===== config.mk =====
export PLATFORM = sky130hd
export DESIGN_NAME = buff_uart_arbiter
export DESIGN_NICKNAME = d
export VERILOG_FILES = /design/src/rtl/buff_uart_arb_pkg.sv /design/src/rtl/buff_uart_arbiter_rr_picker.sv /design/src/rtl/buff_uart_arbiter.sv
export SDC_FILE = /design/constraint.sdc
export NUM_CORES = 1
export LEC_CHECK = 0
export BUFFER_PORTS_ARGS = -buffer_cell sky130_fd_sc_hd__buf_2
export CAP_MARGIN = 20
export CORE_ASPECT_RATIO = 1.2
export CORE_MARGIN = 3
export CORE_UTILIZATION = 24
export DETAILED_ROUTE_END_ITERATION = 12
export GPL_ROUTABILITY_DRIVEN = 0
export HOLD_SLACK_MARGIN = 0.1
export PLACE_DENSITY = 0.48
export SYNTH_ARGS = -nofsm -noshare
export SYNTH_HDL_FRONTEND = slang
export SYNTH_SLANG_ARGS = --single-unit

===== constraint.sdc =====
create_clock -name clock -period 9.3 [get_ports clock]
set_clock_uncertainty 0.05 [all_clocks]
set_input_delay 1.395 -clock clock [delete_from_list [all_inputs] [get_ports clock]]
set_output_delay 1.395 -clock clock [all_outputs]
set_load 0.03 [all_outputs]

===== src/rtl/buff_uart_arb_pkg.sv =====
// Shared types for the buff_uart arbiter: FSM state encoding and the
// per-requester operation type.
package buff_uart_arb_pkg;

   typedef enum logic [1:0] {
      ST_IDLE      = 2'd0,
      ST_ISSUE     = 2'd1,
      ST_WAIT_READ = 2'd2,
      ST_ACK       = 2'd3
   } state_t;

   typedef enum logic {
      OP_READ  = 1'b0,
      OP_WRITE = 1'b1
   } op_t;

   // Read latency is bounded to 1..4, so the wait counter only needs 0..3.
   localparam int CNT_W = 2;

endpackage


===== src/rtl/buff_uart_arbiter_rr_picker.sv =====
// Combinational round-robin picker: first set request bit at or above rr_ptr,
// wrapping from NUM_REQ-1 back to 0.
module rr_picker #(
   parameter int NUM_REQ = 4,
   parameter int IDX_W   = $clog2(NUM_REQ)
) (
   input  logic [NUM_REQ-1:0] req,
   input  logic [IDX_W-1:0]   rr_ptr,
   output logic [NUM_REQ-1:0] winner,
   output logic [IDX_W-1:0]   winner_idx,
   output logic               found
);

   always_comb begin
      int pos;
      pos        = 0;
      winner     = '0;
      winner_idx = '0;
      found      = 1'b0;
      for (int k = 0; k < NUM_REQ; k++) begin
         pos = int'(rr_ptr) + k;
         if (pos >= NUM_REQ) pos = pos - NUM_REQ;
         if (!found && req[pos]) begin
            found       = 1'b1;
            winner[pos] = 1'b1;
            winner_idx  = IDX_W'(pos);
         end
      end
   end

endmodule


===== src/rtl/buff_uart_arbiter.sv =====
// Round-robin arbiter letting NUM_REQ requesters share one buff_uart bus.
// Handshake: req is a level held by the requester; the arbiter latches the
// winner's op/addr/wdata in IDLE and answers with a one-cycle ack[owner].
module buff_uart_arbiter
   import buff_uart_arb_pkg::*;
#(
   parameter int NUM_REQ       = 4,
   parameter int WIDTH         = 8,
   parameter int ADDRESS_WIDTH = 4,
   parameter int READ_LATENCY  = 1
) (
   input  logic                             clock,
   input  logic                             resetn,
   input  logic [NUM_REQ-1:0]               req,
   input  logic [NUM_REQ-1:0]               op_write,
   input  logic [NUM_REQ*ADDRESS_WIDTH-1:0] addr,
   input  logic [NUM_REQ*WIDTH-1:0]         wdata,
   output logic [NUM_REQ-1:0]               grant,
   output logic [NUM_REQ-1:0]               ack,
   output logic [WIDTH-1:0]                 rdata,
   output logic                             busy,
   output logic [ADDRESS_WIDTH-1:0]         bus_active_address,
   output logic                             bus_write_enable,
   output logic                             bus_read_enable,
   output logic [WIDTH-1:0]                 bus_data_in,
   input  logic [WIDTH-1:0]                 bus_data_out,
   output state_t                           dbg_state
);

   localparam int IDX_W = $clog2(NUM_REQ);

   state_t           state;
   op_t              op_q;
   logic [IDX_W-1:0] rr_ptr;
   logic [IDX_W-1:0] owner;
   logic [CNT_W-1:0] cnt;

   logic [NUM_REQ-1:0] pick_oh;
   logic [IDX_W-1:0]   pick_idx;
   logic               pick_found;

   rr_picker #(
      .NUM_REQ (NUM_REQ),
      .IDX_W   (IDX_W)
   ) u_picker (
      .req        (req),
      .rr_ptr     (rr_ptr),
      .winner     (pick_oh),
      .winner_idx (pick_idx),
      .found      (pick_found)
   );

   assign dbg_state = state;

   // All outputs are registered; bus address/data registers double as the
   // latched copy of the winner's request, so they are cleared after ISSUE.
   always_ff @(posedge clock or negedge resetn) begin
      if (!resetn) begin
         state              <= ST_IDLE;
         op_q               <= OP_READ;
         rr_ptr             <= '0;
         owner              <= '0;
         cnt                <= '0;
         grant              <= '0;
         ack                <= '0;
         rdata              <= '0;
         busy               <= 1'b0;
         bus_active_address <= '0;
         bus_write_enable   <= 1'b0;
         bus_read_enable    <= 1'b0;
         bus_data_in        <= '0;
      end else begin
         case (state)
            ST_IDLE: begin
               if (pick_found) begin
                  state              <= ST_ISSUE;
                  owner              <= pick_idx;
                  op_q               <= op_t'(op_write[pick_idx]);
                  grant              <= pick_oh;
                  busy               <= 1'b1;
                  bus_active_address <= addr[int'(pick_idx)*ADDRESS_WIDTH +: ADDRESS_WIDTH];
                  bus_data_in        <= wdata[int'(pick_idx)*WIDTH +: WIDTH];
                  bus_write_enable   <= op_write[pick_idx];
                  bus_read_enable    <= !op_write[pick_idx];
               end
            end
            ST_ISSUE: begin
               bus_active_address <= '0;
               bus_data_in        <= '0;
               bus_write_enable   <= 1'b0;
               bus_read_enable    <= 1'b0;
               if (op_q == OP_WRITE) begin
                  state <= ST_ACK;
                  ack   <= grant;
               end else begin
                  state <= ST_WAIT_READ;
                  cnt   <= CNT_W'(READ_LATENCY - 1);
               end
            end
            ST_WAIT_READ: begin
               if (cnt == '0) begin
                  rdata <= bus_data_out;
                  ack   <= grant;
                  state <= ST_ACK;
               end else begin
                  cnt <= cnt - 1'b1;
               end
            end
            ST_ACK: begin
               ack    <= '0;
               grant  <= '0;
               busy   <= 1'b0;
               rr_ptr <= (int'(owner) == NUM_REQ - 1) ? '0 : owner + 1'b1;
               state  <= ST_IDLE;
            end
            default: state <= ST_IDLE;
         endcase
      end
   end

endmodule

### After elaboration in Yosys (flattened, before gate mapping)

Index checks and enable logic that the tools add are counted.

* add/sub/neg operators: 9
* multipliers: 0
* div/mod/pow operators: 0
* $lt $le $gt $ge: 13
* equal/unequal tests: 9
* shifts and indexed selects: 2
* mux-type cells: 61
* bitwise operators: 3
* reduce and logical (&&, ||, !) cells: 24

Operator list (count)
* $ge A32 B1 Y1 const B: 4
* $lt A32 B4 Y1 const B: 4
* $mux W32: 4
* $ge A32 B4 Y1 const B: 3
* $sub A32 B4 Y32 const B: 3
* $mux W4: 8
* $shiftx A32 B6 Y8: 1
* $mux W1: 21
* $mux W2: 9
* $pmux W4 S2: 2
* $pmux W8 S2: 1
* $shiftx A16 B5 Y4: 1
* $or A4 B4 Y4: 3
* $pmux W4 S3: 1
* $bmux W1 S2: 5
* $ne A2 B2 Y1 const B: 5
* $reduce_and A2 Y1: 5
* $demux W1 S2: 4
* $mux W8: 1
* $pmux W2 S4: 1
* $logic_and A1 B1 Y1: 7
* $add A2 B2 Y3 const B: 2
* $pmux W1 S2: 3
* $reduce_and A3 Y1: 2
* 13 further kinds: 21

* register bits: 40
* latch bits: 0
* RAM bits: 0
* bits in read-only memories: 0
* input port bits: 66
* output and inout bits: 33
* logic and storage cells: 134
* memories kept: 0

### Depth between registers and ports, before layout

* word-level depth: 20
* gate-level depth with buffers: 13
* depth with buffers taken out: 8

### By module

A second synthesis with hierarchy kept.

* cells, all modules: 232
* area total of the unflattened synthesis: 2623.8 um2

Modules (own cells, without submodules)
* buff_uart_arbiter: instances 1, cells each 184, area each 2163.3 um2, seq. area each 1001.0 um2
* rr_picker: instances 1, cells each 48, area each 460.4 um2, seq. area each 0.0 um2

### Worst setup path after synthesis

Ideal clock, no wire load.

* kind: input to register
* start: input port req[3]
* end: register bus_write_enable
* setup time: 126 ps
* data arrival time: 3227 ps
* data required time: 9124 ps
* slack: 5897 ps
* stages: 8
* path buffers: 2
* cells stage by stage: clkbuf_1 > mux4_2 > nor2b_4 > buf_6 > mux2_4 > nand4bb_4 > nor2b_4 > a221o_1

* word-level cells in the longest chain between the ends: 17
* elaborated cells between the ends (all ways): 32
* those cells by class: 1 x eq/ne; 24 x mux; 7 x reduce/logical

Ends and longest elaborated chain
* start: declaration: RTL line buff_uart_arbiter.sv:14 `input logic [NUM_REQ-1:0] req,`
* $bmux W1 S2: RTL line buff_uart_arbiter_rr_picker.sv:23 `if (!found && req[pos]) begin`
* $mux W1 (not written as such) (2 in a row): RTL line buff_uart_arbiter_rr_picker.sv:23
* $mux W1: RTL line buff_uart_arbiter_rr_picker.sv:23
* $logic_not A1 Y1: RTL line buff_uart_arbiter_rr_picker.sv:23
* $logic_and A1 B1 Y1: RTL line buff_uart_arbiter_rr_picker.sv:23
* $mux W1: RTL line buff_uart_arbiter_rr_picker.sv:23
* $logic_not A1 Y1: RTL line buff_uart_arbiter_rr_picker.sv:23
* $logic_and A1 B1 Y1: RTL line buff_uart_arbiter_rr_picker.sv:23
* $mux W1: RTL line buff_uart_arbiter_rr_picker.sv:23
* $logic_not A1 Y1: RTL line buff_uart_arbiter_rr_picker.sv:23
* $logic_and A1 B1 Y1: RTL line buff_uart_arbiter_rr_picker.sv:23
* $mux W2: RTL line buff_uart_arbiter_rr_picker.sv:23
* $bmux W1 S2: RTL line buff_uart_arbiter.sv:83 `bus_write_enable <= op_write[pick_idx];`
* $mux W1 (not written as such): RTL line buff_uart_arbiter.sv:83
* $mux W1: RTL line buff_uart_arbiter.sv:75 `if (pick_found) begin`
* $pmux W1 S2: RTL line buff_uart_arbiter.sv:73 `case (state)`
* end signal: assignment: RTL line buff_uart_arbiter.sv:83
* end: declaration: RTL line buff_uart_arbiter.sv:23 `output logic bus_write_enable,`

Parallel ways exist; a longest one is shown, timed or not. The select of a mux whose other input is x is not followed.
A chain may end at the register's enable or synchronous reset.

### Worst setup path in the final report

* start: register rr_ptr[0]
* end: register bus_data_in[0]

* word-level cells in the longest chain between the ends: 18
* elaborated cells between the ends (all ways): 46
* those cells by class: 7 x add/sub; 4 x order compare; 1 x eq/ne; 1 x shift; 26 x mux; 7 x reduce/logical

Ends and longest elaborated chain
* start: declaration: RTL line buff_uart_arbiter.sv:34 `logic [IDX_W-1:0] rr_ptr;`
* start signal: assignment: RTL line buff_uart_arbiter.sv:113 `rr_ptr <= (int'(owner) == NUM_REQ - 1) ? '0 : owner + 1'b1;`
* parallel branches: the longest is 18 deep, another holds $sub A32 B4 Y32
* end signal: assignment: RTL line buff_uart_arbiter.sv:82 `bus_data_in <= wdata[int'(pick_idx)*WIDTH +: WIDTH];`
* end: declaration: RTL line buff_uart_arbiter.sv:25 `output logic [WIDTH-1:0] bus_data_in,`

Parallel ways; which one is timed is not known. The select of a mux whose other input is x is not followed.

==> key figures <==
Die
  • Core area: 11250 um^2
  • Std-Cell Rows: 42
  • Die Height: 124.8 um
  • Starting Density: 25.10%
  • Die W: 105 um
  • Die area: 13100 um^2
  • # IOs: 99

CTS
  • Clk_lat worst skew: 0.28 ns
  • CTS Sinks: 40
  • Clk pin slew, worst setup/hold paths: 0.06 ns
  • CTS buffer count: 5
  • Deepest clock path buffer count: 2
  • CTS tree: built
  • Post_cts resized: 0
  • Hold buffer count at cts: 0
  • Root buf cell: clkbuf_16
  • H-tree depth: 2
  • Post-CTS Setup Inserts: 0

Timing
  • Post-route clock period utilization: 42.47%
  • RSZ-0062 raised after global routing: false
  • Min Tclk post-route: 3.949 ns
  • Max Slew Vio Count: 0
  • Fmax: 0.2532 GHz
  • Slew headroom: 28.68%
  • Tightest Pin Transition: 1.062 ns
  • Setup TNS: 0 ns
  • # setup viols final: 0
  • Hold Violations, Final: 0

Drt
  • DRT iter0 DRCs: 96
  • Total Wirelength: 7994 um
  • DRC: 0
  • Vias per inst: 4.912
  • TritonRoute pass-1 iters: 4
  • Detailed-route via count: 2682
  • WL/cell: 14.64 um
  • DRT antenna net count: 0

Worst setup path
  • Crit path max fanout: 46
  • CP startpoint kind: flop
  • Crit-path slowest cell: o31a_2
  • WS Path Type: reg2reg
  • Worst path cell trace: buf_4 -> clkinv_1 -> ha_1 -> mux4_2 -> nor2b_4 -> o21ai_2 -> o31a_2 -> mux2i_1 -> o221ai_1
  • CP max stage delay: 0.54 ns
  • Endpoint class of the critical path: flop
  • Worst r2r path cells: 9
  • Critical path data arrival time: 4.05 ns
  • Req. time, crit path: 9.40 ns

Place
  • Hpwl dp: 6023 um
  • PortBufs: 98

Synthesis
  • Cells after synthesis: 308
  • Post-synth EDFFs: 0
  • Syn nets: 385
  • Unique cell type count in the Yosys netlist: 46
  • Post-synth top area cell: dfrtp_1
  • Post-synth top area share: 35.46%
  • Synthesis Warnings: 0
  • Syn_area_per_cell: 9.165 um^2
  • Ys async rst share: 100.0%
  • Mapped Area: 2823 um^2
  • Area contributors post-synth: dfrtp_1 (35%), o21ai_0 (5.1%), mux2i_1 (5.0%)
  • Synth Register Bits: 40
  • Top FF cell, synth: dfrtp_1
  • Seq/Total Area, Yosys: 35.46%

Run status
  • Status: finished, final reports clean

Pwr
  • Leak pwr: 1.682 nW
  • Peak VDD IR: 0.1087 mV
  • Overall Power: 1.271 mW
  • PD cells: 357.2 nW/um^2

Min path
  • Hold path cells: 1
  • Type of the most critical hold path: reg2reg

Global route
  • Largest net degree at the start of global routing: 47
  • Initial antenna violation count: 0
  • First-pass GRT wire length: 13060 um
  • Vias in the first global route: 2648
  • GR Overflow Total: 0
  • Total GRT Usage: 12.09%

Finish
  • P&R area growth vs syn: 26.06%
  • Ant. Diodes: 0
  • Layout cells sized above 1: 32.65%
  • Post-layout net count: 469

Run
  • Max cap viols: 0
## worst paths after layout
kind	start	slack (ns)	endpoint
worst max-delay path	rr_ptr[0]	5.35	bus_data_in[0]
worst min-delay path	busy	0.43	busy
worst max register to register	rr_ptr[0]	5.35	bus_data_in[0]
worst min register to register	busy	0.43	busy
max in group asynchronous	resetn	7.40	rdata[4]
min in group asynchronous	resetn	1.21	ack[3]
## per-stage QoR
stage | setup WS, ns | area [um^2] | utilization (%) | cells | hold slack, ns
2_1_floorplan | 5.897 | 2823 | - | 308 | 0.4038
3_3_place_gp | 5.433 | 3406 | 30.28 | 539 | 0.4211
3_5_place_dp | 5.322 | 3406 | 30.28 | 539 | 0.4227
4_1_cts | 5.335 | 3558 | 31.64 | 546 | 0.4357
5_1_grt | 5.109 | 3558 | 31.64 | 546 | 0.4526
6_report | 5.351 | 3558 | 31.64 | 546 | 0.4334
## logic make-up after synthesis
family	after synthesis	synth area share, %
AO/OA/AOI/OAI	102	24.03
AND/OR/NAND/NOR	82	15.74
buffers and inverters	43	6.915
flip-flops	40	35.46
multiplexers	29	12.68
adder cells (fa/ha/maj)	11	4.876
XOR/XNOR	1	0.3103
## registers in the layout, indices dropped and copies added, names as in the netlist
signal and flops:
ack 4, bus_active_address 4, bus_data_in 8, bus_read_enable 1, bus_write_enable 1, busy 1
cnt 2, dbg_state 2, grant 4, op_q 1, owner 2, rdata 8
rr_ptr 2
## per-layer routing
| layer | GRT usage [%] | routed length, um | share of wire (%) |
|---|---|---|---|
| met1 | 15.17 | 3507 | 44 |
| met2 | 21.04 | 3976 | 50 |
| met3 | 2.488 | 440 | 5.5 |
| met4 | 3.012 | 69 | 0.86 |
| met5 | 0 | 0 | 0 |
## synth_stat cells (2+ instances only)
library cell / instances
a21o_1: 5
o22ai_1: 13
a21oi_1: 16
ha_1: 11
and2_1: 2
nand2b_1: 2
nor2b_4: 2
mux2i_1: 14
nand2_1: 30
nand3b_1: 4
nor3_1: 12
buf_6: 3
nor2b_1: 4
a221o_1: 5
nor3b_1: 5
o31ai_1: 3
mux2_2: 9
a22o_1: 5
clkbuf_1: 10
or3_1: 3
o21ai_0: 29
mux4_2: 4
o221ai_1: 14
dfrtp_1: 40
nor2_1: 13
a22oi_1: 4
inv_1: 19
buf_2: 9
## report_power, final
part / internal, mW / leakage [nW] / switching, mW
clock network: 0.113 / 0.0760 / 0.0655
logic: 0.304 / 1.09 / 0.498
registers: 0.245 / 0.514 / 0.0469
total: 0.661 / 1.68 / 0.610
## layout make-up
type,count,area (um^2)
Fill cell,1257,7687
Sequential cell,40,1001
Inverter,20,75.07
Multi-Input combinational cell,225,1632
Tap cell,154,192.7
Clock buffer,7,152.6
Timing Repair Buffer,100,505.5
## critical path: cells and delay by family, from the launching register on
family | cells | cell delay, ns
compound gates | 3 | 1.19
fa+ha+maj | 1 | 0.51
buf+inv | 2 | 0.82
flops | 1 | 0.32
mux | 2 | 0.82
simple gates | 1 | 0.11
## cells in the final DEF, fill, tap and decap left out, types with 12 or more instances in the layout
cell / instances
nand2_1: 30
o22ai_1: 13
inv_1: 19
mux2i_1: 14
dfrtp_1: 40
nor2_1: 13
o221ai_1: 14
o21ai_0: 28
buf_2: 98
a21oi_1: 16
nor3_1: 12
Power figures use the tool's default switching activity.
